### src/rtl/hash_pkg.sv
// Shared definitions for the hash-table command path: opcode values and
// the helper that locates the opcode field inside a command word.
package hash_pkg;

    localparam int unsigned OP_WIDTH = 2;

    localparam logic [OP_WIDTH-1:0] OP_NOP    = 2'b00;
    localparam logic [OP_WIDTH-1:0] OP_READ   = 2'b01;
    localparam logic [OP_WIDTH-1:0] OP_WRITE  = 2'b10;
    localparam logic [OP_WIDTH-1:0] OP_DELETE = 2'b11;

    // The opcode sits directly above {key, data}.
    function automatic int unsigned op_lsb(input int unsigned key_w, input int unsigned data_w);
        return key_w + data_w;
    endfunction

endpackage

### src/rtl/hash_cmd_fifo.sv
// First-word-fall-through command FIFO feeding the hash table; NOP commands
// are consumed at the input and only counted.
module hash_cmd_fifo
    import hash_pkg::*;
#(
    parameter int unsigned KEY_WIDTH  = 4,
    parameter int unsigned DATA_WIDTH = 26,
    parameter int unsigned DEPTH      = 4
) (
    input  logic                                  clk,
    input  logic                                  reset,
    input  logic [2+KEY_WIDTH+DATA_WIDTH-1:0]     s_data_i,
    input  logic                                  s_valid_i,
    output logic                                  s_ready_o,
    output logic [2+KEY_WIDTH+DATA_WIDTH-1:0]     m_data_o,
    output logic                                  m_valid_o,
    input  logic                                  m_ready_i,
    output logic [$clog2(DEPTH+1)-1:0]            count_o,
    output logic [15:0]                           drop_count_o,
    output logic                                  full_o,
    output logic                                  empty_o
);

    localparam int unsigned CMD_WIDTH = 2 + KEY_WIDTH + DATA_WIDTH;
    localparam int unsigned PTR_W     = $clog2(DEPTH);
    localparam int unsigned CNT_W     = $clog2(DEPTH + 1);
    localparam int unsigned DROP_W    = 16;
    localparam int unsigned OP_LSB    = op_lsb(KEY_WIDTH, DATA_WIDTH);

    logic [CMD_WIDTH-1:0] mem_q [DEPTH];

    logic [PTR_W-1:0]  wr_ptr_q, wr_ptr_d;
    logic [PTR_W-1:0]  rd_ptr_q, rd_ptr_d;
    logic [CNT_W-1:0]  count_q, count_d;
    logic [DROP_W-1:0] drop_q, drop_d;
    logic              full_q, full_d;
    logic              empty_q, empty_d;

    logic [OP_WIDTH-1:0] s_op;
    logic                accept;
    logic                push;
    logic                drop;
    logic                pop;

    assign s_op   = s_data_i[OP_LSB +: OP_WIDTH];
    assign accept = s_valid_i && !full_q;
    assign push   = accept && (s_op != OP_NOP);
    assign drop   = accept && (s_op == OP_NOP);
    assign pop    = !empty_q && m_ready_i;

    // Next-state for pointers, occupancy, status flags and drop counter.
    always_comb begin
        wr_ptr_d = wr_ptr_q;
        rd_ptr_d = rd_ptr_q;
        count_d  = count_q;
        drop_d   = drop_q;

        if (push) begin
            wr_ptr_d = wr_ptr_q + PTR_W'(1);
        end
        if (pop) begin
            rd_ptr_d = rd_ptr_q + PTR_W'(1);
        end

        unique case ({push, pop})
            2'b10:   count_d = count_q + CNT_W'(1);
            2'b01:   count_d = count_q - CNT_W'(1);
            default: count_d = count_q;
        endcase

        if (drop && (drop_q != {DROP_W{1'b1}})) begin
            drop_d = drop_q + DROP_W'(1);
        end

        full_d  = (count_d == CNT_W'(DEPTH));
        empty_d = (count_d == CNT_W'(0));
    end

    always_ff @(posedge clk or posedge reset) begin
        if (reset) begin
            wr_ptr_q <= '0;
            rd_ptr_q <= '0;
            count_q  <= '0;
            drop_q   <= '0;
            full_q   <= 1'b0;
            empty_q  <= 1'b1;
        end else begin
            wr_ptr_q <= wr_ptr_d;
            rd_ptr_q <= rd_ptr_d;
            count_q  <= count_d;
            drop_q   <= drop_d;
            full_q   <= full_d;
            empty_q  <= empty_d;
        end
    end

    // Storage is intentionally left out of reset.
    always_ff @(posedge clk) begin
        if (push) begin
            mem_q[wr_ptr_q] <= s_data_i;
        end
    end

    assign m_data_o     = mem_q[rd_ptr_q];
    assign m_valid_o    = !empty_q;
    assign s_ready_o    = !full_q;
    assign full_o       = full_q;
    assign empty_o      = empty_q;
    assign count_o      = count_q;
    assign drop_count_o = drop_q;

endmodule

### config.mk
export PLATFORM = sky130hd
export DESIGN_NAME = hash_cmd_fifo
export DESIGN_NICKNAME = d
export VERILOG_FILES = /design/src/rtl/hash_pkg.sv /design/src/rtl/hash_cmd_fifo.sv
export SDC_FILE = /design/constraint.sdc
export NUM_CORES = 1
export LEC_CHECK = 0
export ABC_AREA = 0
export BUFFER_PORTS_ARGS = -buffer_cell sky130_fd_sc_hd__buf_4
export CAP_MARGIN = 20
export CELL_PAD_IN_SITES_DETAIL_PLACEMENT = 1
export CELL_PAD_IN_SITES_GLOBAL_PLACEMENT = 1
export CORE_AREA = 5 5 113 115
export DETAILED_ROUTE_END_ITERATION = 6
export DIE_AREA = 0 0 118 120
export PLACE_DENSITY_LB_ADDON = 0.12
export SKIP_LAST_GASP = 1
export SYNTH_ARGS = -nofsm -noshare
export SYNTH_HDL_FRONTEND = slang
export SYNTH_SLANG_ARGS = --single-unit
### constraint.sdc
create_clock -name clk -period 5 [get_ports clk]
set_input_delay 1.5 -clock clk [delete_from_list [all_inputs] [get_ports clk]]
set_output_delay 1.5 -clock clk [all_outputs]
set_load 0.1 [all_outputs]
* Word-level counts from Yosys, hierarchy flattened
Memory sizes are Yosys's and may differ from the RTL's.
Cells that the tools add are included.
** Storage, ports and cells
- Logic and storage cells :: 29
- Output and inout bits :: 55
- Input bits :: 36
- Memories kept :: 1
- Bits in read-only memories :: 0
- Memory bits (writable) :: 128
- Bits in registers :: 25
- Bits in latches :: 0
** Cells by class
- Multiply operators :: 0
- Reductions and logical operators :: 10
- Mux-type cells :: 3
- Divide/modulo/power cells :: 0
- Bitwise gates (word level) :: 0
- Eq/ne operators :: 4
- $lt $le $gt $ge :: 0
- Shifts and indexed selects :: 0
- Add/sub/neg operators :: 5
** Memories
- mem_q :: depth 4, width 32, rd ports 1, clocked after memory_dff 0, write ports 1, RTL line hash_cmd_fifo.sv:30 : logic [CMD_WIDTH-1:0] mem_q [DEPTH];
** Operator list (number)
- 16-bit by 1-bit adder with 16-bit output (second input constant) :: 1
- 16-bit != test (second input constant) :: 1
- 3-bit case mux with 2 select lines :: 1
- 1-bit logical AND :: 5
- 2-bit by 1-bit adder with 2-bit output (second input constant) :: 2
- 3-bit by 1-bit adder with 3-bit output (second input constant) :: 1
- 3-bit equality test (second input constant) :: 1
- 3-bit zero test :: 1
- 3-bit by 1-bit subtractor with 3-bit output (second input constant) :: 1
- 2-bit by 1-bit equality test with 1-bit output (second input constant) :: 1
- 2-bit equality test (second input constant) :: 1
- 1-bit zero test :: 2
- 2-bit zero test :: 1
- 1-bit two-way mux :: 2
- 2-bit nonzero test :: 1

* Longest topological paths before layout
- Depth in word-level cells :: 6
- Mapped depth :: 9
- Depth with buffers taken out :: 9

* Worst setup path before layout
Ideal clock, no wire load.
- Kind :: register to register
- Start point :: register full_q, in the netlist full_o
- End point :: register full_q, in the netlist full_o
- Setup slack :: 1.651 ns
- Library setup time :: 0.073 ns
- Arrival :: 3.276 ns
- Path buffers :: 0
- Stages on the path, launching flop included :: 9
- Period minus slack after synthesis :: 3.349 ns
- Data required time :: 4.927 ns
- Cell sequence :: dfrtp_1 inv_1 o211a_1 inv_1 ha_1 fa_1 mux2_2 or2_2 nor2b_1
** Between the ends
- Word-level cells in the longest chain between the ends :: 6
- Elaborated cells between the ends (all ways) :: 7
- Classes of those cells :: eq/ne (3); mux (1); reduce/logical (3)
** Ends and longest elaborated chain
- start: declaration :: RTL line hash_cmd_fifo.sv:36 : logic full_q, full_d;
- start signal: assignment :: RTL line hash_cmd_fifo.sv:92 : full_q <= full_d;
- 1-bit zero test *
- net s_ready_o :: RTL line hash_cmd_fifo.sv:14 : output logic s_ready_o,
- 1-bit logical AND * :: RTL line hash_cmd_fifo.sv:46 : assign accept = s_valid_i && !full_q;
- 1-bit logical AND * :: RTL line hash_cmd_fifo.sv:47 : assign push = accept && (s_op != OP_NOP);
- 2-bit by 1-bit equality test with 1-bit output or 2-bit equality test (tied branches) :: RTL line hash_cmd_fifo.sv:65 : unique case ({push, pop})
- 3-bit case mux with 2 select lines * :: RTL line hash_cmd_fifo.sv:65
- net count_d[1] :: RTL line hash_cmd_fifo.sv:34 : logic [CNT_W-1:0] count_q, count_d;
- 3-bit equality test * :: RTL line hash_cmd_fifo.sv:75 : full_d = (count_d == CNT_W'(DEPTH));
- net full_d :: RTL line hash_cmd_fifo.sv:36
Mark *: on every way through the listed nets, which the timed path passes. The rest lies on a longest branch.
A chain may end at the register's enable or synchronous reset.

* Worst setup path after layout
- Start point :: register rd_ptr_q[0]
- End point :: output m_data_o[21]
** Between the ends
- Word-level cells in the longest chain between the ends :: 1
** Ends and longest elaborated chain
- start: declaration :: RTL line hash_cmd_fifo.sv:33 : logic [PTR_W-1:0] rd_ptr_q, rd_ptr_d;
- start signal: assignment :: RTL line hash_cmd_fifo.sv:89 : rd_ptr_q <= rd_ptr_d;
- memory 4 x 32 bit
- end: declaration :: RTL line hash_cmd_fifo.sv:15 : output logic [2+KEY_WIDTH+DATA_WIDTH-1:0] m_data_o,
Every way passes these cells.

==> metrics <==
TNS Setup=0 ns; crit-path cells=buf_4 -> mux4_2 -> buf_4; final core occ=62.4%; H-tree lvl count=4; slew of the pin with the lowest slew margin=0.902 ns; Avg WL per Cell=21.0 um; max incr delay on CP=0.85 ns; pre-CTS setup slack=1.37 ns; Die ar.=~14,000 um^2; CTS Buf Count=17; Final Hold Vio Count=0; Resized cells post-CTS=0; gpl congestion=approximately 0.73; final setup fails=0; Yosys Warn Count=0; area delta synth->final=23.5%; layout cells sized above 1=about two fifths; Seq. cell area=4470 um^2; Overall Global Routing Usage=17.5%; kind of critical path=flop to output pin; syn_nets=329; largest net degree at the start of global routing=34; Vias=between 3,000 and 4,000; input/output buffers=90; CP bufs+invs=2; setup ws final=1.02 ns; Netlist cell types=41; DIE WIDTH=118 um; IO Pins=91; CTS tree=yes; period utilization=79.6%; mapped cell area=5910 um^2; clock-pin slew of the registers on the worst-case setup and hold paths=0.06 ns; later-pin clock latency in the skew report=0.41 ns; ANT cells=0; number of synthesized flops with an enable pin=128; DR iter-0 viols=202; Initial Utilization=50.5%; CTS sink count=153; Vias per Instance=5.50; Hold Path Stages=1; arrival time worst endpoint=approximately 2.5 ns; Worst Hold Launch=count_o[2]$_DFF_PP0_; DRT Wirelength=around 11,000 um; Worst R2R End=full_o$_DFF_PP0_; Crit path top cell by count=buf_4; Fill cells=1,015; Synth Register Bits=153; DRC errors left=0; Clock Path Buffers=2; relative slew slack=39.9%; r2r setup slk=2.68 ns; fin crit period=3.98 ns; Routed Antenna Nets=0; total grt overflow=0; Cells after Synth=286; max cap viols=0; Reg2Reg Depth=8; Max Fclk=between 200 and 300 MHz; top-area cell type share of the netlist area=65.0%; Post-Layout Cell Count=546; chip height=120 um; core area=11,700 um^2; Root Buffer=clkbuf_16; Worst Setup End Kind=output pin; placed insts=513; Area contributors post-synth=edfxtp_1 (65%), mux4_2 (12%), dfrtp_1 (10%); hpwl dp=just over 7000 um; Primary FF master, synth=edfxtp_1; status=finished, final reports clean; area of the multi-input gates=1370 um^2; Mapped Avg Cell Area=20.7 um^2; leading area contributor after synthesis=edfxtp_1; vias in the first global route=~3,400; cell family with most CP delay=flip-flops; Setup Fix Bufs, Post-CTS=0; first-pass GRT wire length=18,900 um; crit-path max FO=22; required time of the critical path=3.50 ns; Synth async-reset ratio=between 10% and 20%; Nets=429; pins over their slew limit=0; Seq/Total Area, Yosys=between 70% and 80%; row count=40; initial antenna violation count=0; hold crit path type=flop to flop; 1st-pass router iterations=4; RSZ-0062 raised after global routing=false; Slowest-stage cell, CP=dfrtp_2; CTS hold repair buffers=0; worst hold path endpoint=count_o[2]$_DFF_PP0_; Clock Skew=0.00735 ns; Startpoint Class=flop; worst r2r src=full_o$_DFF_PP0_
cells in the mapped netlist, types with 3 or more instances:
cell type	n
xnor2_1	14
and3_1	3
o211ai_1	3
clkbuf_1	6
nand3_1	6
buf_2	4
nand2_1	3
nor2_1	7
nand4_1	5
inv_1	8
dfrtp_1	24
mux4_2	32
edfxtp_1	128
o21ai_0	3
ha_1	6
nor2b_1	3
and2_1	5
state kept, by name, indices dropped and copies added, names as in the netlist:
signal and count:
count_o 3, wr_ptr_q 2, full_o 1, rd_ptr_q 2
mem_q 128, drop_count_o 16, empty_o 1
worst max-delay path by stage:
stage	startpoint	to	slack [ns]	cells after the start
final	rd_ptr_q[0]$_DFFE_PP0P_	m_data_o[21]	1.02	3
after CTS	rd_ptr_q[0]$_DFFE_PP0P_	m_data_o[21]	0.90	3
after global routing	rd_ptr_q[0]$_DFFE_PP0P_	m_data_o[20]	0.83	3
after floorplan	full_o$_DFF_PP0_	full_o$_DFF_PP0_	1.65	8
after global placement	rd_ptr_q[0]$_DFFE_PP0P_	m_data_o[19]	1.41	3
after detailed placement	rd_ptr_q[0]$_DFFE_PP0P_	m_data_o[21]	1.37	3
layout by cell type, fill, tap and decap left out, types with 2 or more instances in the layout:
master / count
nand3_1: 6
xnor2_1: 14
buf_4: 91
nand2_1: 3
dfrtp_1: 22
clkbuf_16: 17
o21ai_0: 3
o21a_1: 2
inv_1: 8
clkinv_2: 5
xor2_1: 2
mux4_2: 32
nand4_1: 5
nor2_1: 7
bufinv_16: 2
and3_1: 3
o211ai_1: 3
dfrtp_2: 2
clkinv_1: 4
ha_1: 6
and2_2: 4
edfxtp_1: 128
nor2b_1: 3
clkbuf_1: 3
metal layers:
layer / vias up / share of wire, % / global-route usage, %
met5: - / 0 / 0
met4: 0 / 1.1 / 5.81
met3: 13 / 5.6 / 5.51
met2: 78 / 52 / 28.6
met1: 1565 / 41 / 22.3
li1: 1347 / - / -
cell families (layout without fill, tap and decap cells):
group                      Yosys count  count (layout)  share of synthesized area [%]
DFF                                153             153                           75.6
and+or+nand+nor                     41              41                           4.53
muxes                               35              35                           12.7
buffers and inverters               19             132                           1.42
xor gates and xnor gates            16              16                           2.37
AOI/OAI and AO/OA                   15              15                           1.76
adders and majority gates            7               7                           1.61
per-stage QoR:
| step | cell area [um^2] | hold slack (ns) |
|---|---|---|
| after floorplan | 5910 | 0.580 |
| after global placement | 6740 | 0.502 |
| after detailed placement | 6740 | 0.506 |
| after CTS | 7280 | 0.520 |
| after global routing | 7310 | 0.549 |
| final | 7310 | 0.510 |
cell type report:
type                    count  share of cell area, %
multi-input cells         114                   18.7
repair buffers             92                   9.73
well taps                 147                   2.52
clock buffers              20                   5.98
clock inverters            12                   1.47
flip-flops and latches    153                   61.2
inverters                   8                  0.411
Power is left out: the tool's default activity adds up to more than one toggle a clock period on the data nets, which glitch-free logic cannot reach.
